[src/rtl/i2c_target_if.sv]
// rtl/i2c_target_if.sv - I2C bus pins shared by a bus master (or bus model) and the target
//
// Signals:
//   scl_in  : bus SCL level seen by the target (asynchronous to the target clock)
//   sda_in  : bus SDA level seen by the target (asynchronous to the target clock)
//   sda_out : target SDA drive, 1 = release (open drain high), 0 = pull low
// Modports:
//   master : drives scl_in/sda_in, observes sda_out
//   slave  : the target side, observes scl_in/sda_in, drives sda_out

interface i2c_target_if;
  logic scl_in;
  logic sda_in;
  logic sda_out;

  modport master (output scl_in, output sda_in, input sda_out);
  modport slave  (input scl_in, input sda_in, output sda_out);
endinterface

[src/rtl/i2c_target.sv]
// rtl/i2c_target.sv - I2C target with a small byte register file and a local load port
//
// Build option: define I2C_TARGET_AUTOINC_EN to advance the register pointer after
// every data byte written or read; otherwise the pointer holds the value loaded
// by the pointer byte.
//
// Ports:
//   clk, rst : system clock, synchronous active-high reset
//   bus      : i2c_target_if.slave (scl_in, sda_in asynchronous; sda_out 1 = release)
//   ld_we    : local register load strobe, ld_addr/ld_data give index and value
//   rx_valid : one-cycle pulse per byte written by the bus master
//   rx_addr  : register index of the last bus write
//   rx_data  : value of the last bus write
//   busy     : high while this target is addressed

module i2c_target #(
  parameter logic [6:0] DEV_ADDR = 7'h52,
  parameter int         NUM_REGS = 8,
  localparam int        PW       = $clog2(NUM_REGS)
) (
  input  logic          clk,
  input  logic          rst,
  i2c_target_if.slave   bus,
  input  logic          ld_we,
  input  logic [PW-1:0] ld_addr,
  input  logic [7:0]    ld_data,
  output logic          rx_valid,
  output logic [PW-1:0] rx_addr,
  output logic [7:0]    rx_data,
  output logic          busy
);

`ifdef I2C_TARGET_AUTOINC_EN
  localparam bit AUTOINC = 1'b1;
`else
  localparam bit AUTOINC = 1'b0;
`endif

  localparam logic [PW-1:0] PTR_ONE = {{(PW-1){1'b0}}, 1'b1};

  typedef enum logic [3:0] {
    S_IDLE, S_ADDR, S_ADDR_ACK, S_PTR, S_PTR_ACK,
    S_WDATA, S_WDATA_ACK, S_RDATA, S_RDATA_ACK, S_MISMATCH
  } state_t;

  state_t        r_state;
  state_t        w_state_next;
  logic          r_scl_s1, r_scl_s2, r_scl_d;
  logic          r_sda_s1, r_sda_s2, r_sda_d;
  logic [2:0]    r_bitcnt;
  logic [7:0]    r_shift;
  logic          r_rw;
  logic [PW-1:0] r_ptr;
  logic [7:0]    r_regs [NUM_REGS];
  logic          r_sda_out;
  logic          r_rx_valid;
  logic [PW-1:0] r_rx_addr;
  logic [7:0]    r_rx_data;
  logic          w_busy;
  logic          w_ack_state;
  logic          w_byte_state;

  wire w_scl_rise = r_scl_s2 & ~r_scl_d;
  wire w_scl_fall = ~r_scl_s2 & r_scl_d;
  wire w_start    = r_scl_s2 & r_sda_d & ~r_sda_s2;
  wire w_stop     = r_scl_s2 & ~r_sda_d & r_sda_s2;
  wire w_last_bit = (r_bitcnt == 3'd7);
  wire [7:0] w_byte = {r_shift[6:0], r_sda_s2};

  // State register
  always_ff @(posedge clk) begin
    if (rst) r_state <= S_IDLE;
    else     r_state <= w_state_next;
  end

  // Next-state logic; START/STOP override every state
  always_comb begin
    w_state_next = r_state;
    if (w_start) begin
      w_state_next = S_ADDR;
    end else if (w_stop) begin
      w_state_next = S_IDLE;
    end else if (w_scl_rise) begin
      case (r_state)
        S_ADDR:      if (w_last_bit) w_state_next = (w_byte[7:1] == DEV_ADDR) ? S_ADDR_ACK : S_MISMATCH;
        S_ADDR_ACK:  w_state_next = r_rw ? S_RDATA : S_PTR;
        S_PTR:       if (w_last_bit) w_state_next = S_PTR_ACK;
        S_PTR_ACK:   w_state_next = S_WDATA;
        S_WDATA:     if (w_last_bit) w_state_next = S_WDATA_ACK;
        S_WDATA_ACK: w_state_next = S_WDATA;
        S_RDATA:     if (w_last_bit) w_state_next = S_RDATA_ACK;
        S_RDATA_ACK: w_state_next = r_sda_s2 ? S_MISMATCH : S_RDATA;
        default:     w_state_next = r_state;
      endcase
    end
  end

  // State-decoded outputs
  always_comb begin
    w_busy       = (r_state != S_IDLE) && (r_state != S_MISMATCH);
    w_ack_state  = (r_state == S_ADDR_ACK) || (r_state == S_PTR_ACK) || (r_state == S_WDATA_ACK);
    w_byte_state = (r_state == S_ADDR) || (r_state == S_PTR) || (r_state == S_WDATA);
  end

  // Synchronizers, bit/byte datapath, register file and SDA drive
  always_ff @(posedge clk) begin
    if (rst) begin
      r_scl_s1   <= 1'b1;
      r_scl_s2   <= 1'b1;
      r_scl_d    <= 1'b1;
      r_sda_s1   <= 1'b1;
      r_sda_s2   <= 1'b1;
      r_sda_d    <= 1'b1;
      r_bitcnt   <= '0;
      r_shift    <= '0;
      r_rw       <= 1'b0;
      r_ptr      <= '0;
      r_sda_out  <= 1'b1;
      r_rx_valid <= 1'b0;
      r_rx_addr  <= '0;
      r_rx_data  <= '0;
      for (int i = 0; i < NUM_REGS; i++) r_regs[i] <= '0;
    end else begin
      r_scl_s1   <= bus.scl_in;
      r_scl_s2   <= r_scl_s1;
      r_scl_d    <= r_scl_s2;
      r_sda_s1   <= bus.sda_in;
      r_sda_s2   <= r_sda_s1;
      r_sda_d    <= r_sda_s2;
      r_rx_valid <= 1'b0;

      // Local load first so a same-cycle bus write to the same index overrides it
      if (ld_we) r_regs[ld_addr] <= ld_data;

      if (w_start || w_stop) begin
        r_bitcnt  <= '0;
        r_sda_out <= 1'b1;
      end else if (w_scl_rise) begin
        r_bitcnt <= (w_byte_state || r_state == S_RDATA) ? r_bitcnt + 3'd1 : 3'd0;
        if (w_byte_state) r_shift <= w_byte;
        if (w_last_bit) begin
          case (r_state)
            S_ADDR: r_rw  <= r_sda_s2;
            S_PTR:  r_ptr <= w_byte[PW-1:0];
            S_WDATA: begin
              r_regs[r_ptr] <= w_byte;
              r_rx_valid    <= 1'b1;
              r_rx_addr     <= r_ptr;
              r_rx_data     <= w_byte;
              if (AUTOINC) r_ptr <= r_ptr + PTR_ONE;
            end
            S_RDATA: if (AUTOINC) r_ptr <= r_ptr + PTR_ONE;
            default: ;
          endcase
        end
      end else if (w_scl_fall) begin
        if (w_ack_state) begin
          r_sda_out <= 1'b0;
        end else if (r_state == S_RDATA) begin
          // Byte is captured at its first falling edge so local loads cannot corrupt it
          if (r_bitcnt == 3'd0) begin
            r_sda_out <= r_regs[r_ptr][7];
            r_shift   <= {r_regs[r_ptr][6:0], 1'b0};
          end else begin
            r_sda_out <= r_shift[7];
            r_shift   <= {r_shift[6:0], 1'b0};
          end
        end else begin
          r_sda_out <= 1'b1;
        end
      end
    end
  end

  assign bus.sda_out = r_sda_out;
  assign rx_valid    = r_rx_valid;
  assign rx_addr     = r_rx_addr;
  assign rx_data     = r_rx_data;
  assign busy        = w_busy;

endmodule

[src/flat_wrapper.sv]
// flat-port wrapper written by rule: the top's interface ports become plain ports
module i2c_target_flat 
#(
  parameter logic [6:0] DEV_ADDR = 7'h52,
  parameter int         NUM_REGS = 8,
  localparam int        PW       = $clog2(NUM_REGS)
)
  (clk, rst, ld_we, ld_addr, ld_data, rx_valid, rx_addr, rx_data, busy, bus_scl_in, bus_sda_in, bus_sda_out);
  i2c_target_if bus_i ();
  input  logic clk;
  input  logic rst;
  input  logic ld_we;
  input  logic [PW-1:0] ld_addr;
  input  logic [7:0] ld_data;
  output logic rx_valid;
  output logic [PW-1:0] rx_addr;
  output logic [7:0] rx_data;
  output logic busy;
  input wire logic [$bits(bus_i.scl_in)-1:0] bus_scl_in;
  input wire logic [$bits(bus_i.sda_in)-1:0] bus_sda_in;
  output wire logic [$bits(bus_i.sda_out)-1:0] bus_sda_out;
  assign bus_i.scl_in = bus_scl_in;
  assign bus_i.sda_in = bus_sda_in;
  assign bus_sda_out = bus_i.sda_out;
  i2c_target #(.DEV_ADDR(DEV_ADDR), .NUM_REGS(NUM_REGS)) u_core (.clk(clk), .rst(rst), .bus(bus_i), .ld_we(ld_we), .ld_addr(ld_addr), .ld_data(ld_data), .rx_valid(rx_valid), .rx_addr(rx_addr), .rx_data(rx_data), .busy(busy));
endmodule
[config.mk]
export PLATFORM = sky130hd
export DESIGN_NAME = i2c_target_flat
export DESIGN_NICKNAME = d
export VERILOG_FILES = /design/src/rtl/i2c_target_if.sv /design/src/rtl/i2c_target.sv /design/src/flat_wrapper.sv
export SDC_FILE = /design/constraint.sdc
export NUM_CORES = 1
export LEC_CHECK = 0
export ABC_AREA = 1
export CAP_MARGIN = 0
export CORE_ASPECT_RATIO = 0.75
export CORE_UTILIZATION = 55
export CTS_CLUSTER_DIAMETER = 80
export CTS_CLUSTER_SIZE = 10
export DETAILED_ROUTE_END_ITERATION = 16
export GPL_TIMING_DRIVEN = 0
export PLACE_DENSITY = 0.74
export SYNTH_ARGS = -nofsm -noshare
export SYNTH_HDL_FRONTEND = slang
export SYNTH_SLANG_ARGS = --single-unit
[constraint.sdc]
create_clock -name clk -period 2.6 [get_ports clk]
set_input_delay 0.65 -clock clk [delete_from_list [all_inputs] [get_ports clk]]
set_output_delay 0.65 -clock clk [all_outputs]
set_load 0.005 [all_outputs]
==> reports/results.ini <==
[clock_tree]
clkTransAtPathRegs_ps=80
cts_buffer_depth=2
cts_htree_levels=3
cts_tree=yes
cts_buffers=9
cts.sinks=105
clockRootBuffer=clkbuf_16
clk-insertion-delay-late_ps=360
post-cts-setup-buffer-count=0

[final_layout]
fin_area_sq_um=6720
final_nets=870
fin_cells=990
final_common_cell=nand2_1
mostFrequentLayoutCells=nand2_1, nor2_1, inv_1
n_antenna_cell=0
post_route_cells_drive_above_1_share=0.0867
area_growth_pct=12.7

[yosys]
synth_cells=811
synth_area_per_cell_sq_um=7.35
synth.yosys.seq_area_share=0.460
synthesis.area_sq_um=5960
yosysTopAreaCellShare=0.322
synth_area_leaders=edfxtp_1, nand2_1, dfxtp_1, nor2_1, nand3_1
synth_warnings=0
yosysTopAreaCell=edfxtp_1
synthesis.nets=832
synth-seq-cells=105
synthDistinctLibCells=36

[floorplan]
design.core.area_sq_um=10400
dieHeight_microns=92.1
die_area_sq_um=11300
die_w_microns=122
ios=30
rows=32
initial_utilization=0.572

[placement]
port_buffers=27
placed_cell_area_sq_um=6400
placedCellCount=974
gp_congestion=0.980
place_ws_ps=-56.3
dp_hpwl_microns=12800

[power_and_ir_drop]
power_leakage_nw=3.01
ir_drop_uv=369
p_total_mw=3.54
powerDensity_nw_per_um2=527

[worst_setup_path]
critical_path_class=reg -> reg
worstPathRequired_ps=2610
arrival_ps=2470
cp-end-kind=flop
path_max_fanout=10
cp-start-kind=flop

[sta]
period_share=0.945
rsz0062_at_grt=no
clock_skew_ps=12.3
setup_ws_ps=144
fin_crit_ps=2460
setup_viol=0
slew_viol_final=0
worst_slew_pin_slew_ps=901
clock.fmax_ghz=0.407
hold_violations=0
relSlewSlack=0.400

[grt]
grt_max_degree=21
grt_first_pass_wirelength_microns=27200
grtUsageTotal=0.332
grt_remaining_overflow=0
antenna_found_initial=0
grt_pass1_vias=5117

[route]
postRouteAntennaNets=0
drt-initial-drc-count=957
drcViolationCount=0
post_drt_wl_per_cell_microns=17.9
num_vias=5665
wl_microns=17800
viasPerCell=5.72
dr.pass1.iters=6

[flow_run]
max_cap_viol_count=0

[hold_path]
worstHoldPathType=reg -> reg

[run_status]
status=finished clean

==> cell type report <==
type | instances | area (sq um)
fillers | 923 | 3690
well taps | 136 | 170
multi-input cells | 583 | 2690
clock buffers | 10 | 250
flip-flops and latches | 105 | 2740
plain buffers | 35 | 191
repair buffers | 27 | 270
inverters | 88 | 334
clock inverters | 6 | 65.1
==> final timing paths <==
path	start	endpoint	slack, ps	cells after the start
max	u_core.r_scl_s2	u_core.r_regs[1][2]	140	8
min	u_core.r_sda_s1	u_core.r_sda_s2	420	1
max reg2reg	u_core.r_scl_s2	u_core.r_regs[1][2]	140	8
min reg2reg	u_core.r_sda_s1	u_core.r_sda_s2	420	1
==> registers in the layout, indices dropped and copies added (netlist names), named ones only <==
register,count
u_core.r_ptr,3
u_core.r_scl_s2,1
u_core.r_state,4
u_core.r_sda_d,1
u_core.r_shift,8
u_core.rx_addr,3
u_core.rx_data,8
u_core.r_regs,64
u_core.r_scl_d,1
u_core.r_sda_s2,1
u_core.r_sda_s1,1
u_core.rx_valid,1
u_core.r_rw,1
u_core.r_scl_s1,1
u_core.r_bitcnt,3
u_core.bus.sda_out,1
==> where the power goes <==
part	switching [mW]	leakage, nW	internal, mW	total, mW
sequential	0.0231	0.945	1.83	1.86
combinational	0.171	1.91	0.0735	0.244
clock	0.696	0.155	0.740	1.44
total	0.890	3.01	2.65	3.54
==> per-layer routing <==
metal	vias up	routed length, microns	GRT usage
met3	44	2400	0.0846
met4	0	514	0.123
li1	2675	-	-
met1	2586	7760	0.501
met5	-	0	0
met2	360	7090	0.450
==> Yosys cell counts <==
cell / instances
nand2_2: 6
edfxtp_1: 64
buf_2: 12
inv_2: 3
o21ai_2: 4
nor3_2: 1
nor3_1: 2
nor2_2: 3
inv_1: 82
o21ai_0: 32
inv_4: 1
nor2_4: 2
nand3_2: 3
nand4_1: 9
a22oi_1: 3
dfxtp_1: 41
buf_4: 5
nand3_4: 4
o21ai_1: 18
nand2_8: 1
nand2_1: 250
buf_8: 1
a21oi_1: 26
nor2_8: 3
or2_2: 4
clkinv_2: 1
buf_6: 2
clkbuf_1: 13
nand4_2: 1
buf_1: 2
o22ai_1: 1
nand3_1: 77
nor2_1: 127
ha_1: 5
nand2_4: 1
clkinv_1: 1
==> kinds of logic (layout without fill, tap and decap cells) <==
group | Yosys count | count (layout) | share of synthesized area
flops | 105 | 105 | 0.460
compound gates | 84 | 84 | 0.0745
buf+inv | 123 | 166 | 0.0882
fa+ha+maj | 5 | 5 | 0.0105
simple gates | 494 | 494 | 0.367
==> repair_timing <==
| action | CTS | global route |
|---|---|---|
| setup endpoints to repair | 16 | 0 |
| hold buffers | 0 | 0 |
| gates resized for setup | 2 | 0 |
==> stage by stage <==
stage	TNS (ps)	utilization	hold WS, ps
5_1_grt	0	0.645	441
2_1_floorplan	0	-	389
3_3_place_gp	0	0.615	394
6_report	0	0.645	419
3_5_place_dp	-565	0.615	397
4_1_cts	0	0.645	416
==> worst max-delay path, cell delays in order, from the launching register on <==
cell and delay (ps):
dfxtp_1 460, ha_1 330, nand2_2 130, clkinv_1 100, nand3_4 120, nor2_8 210, nand3_4 180, buf_2 230
nand3_1 330
(Power assumes the default switching activity.)
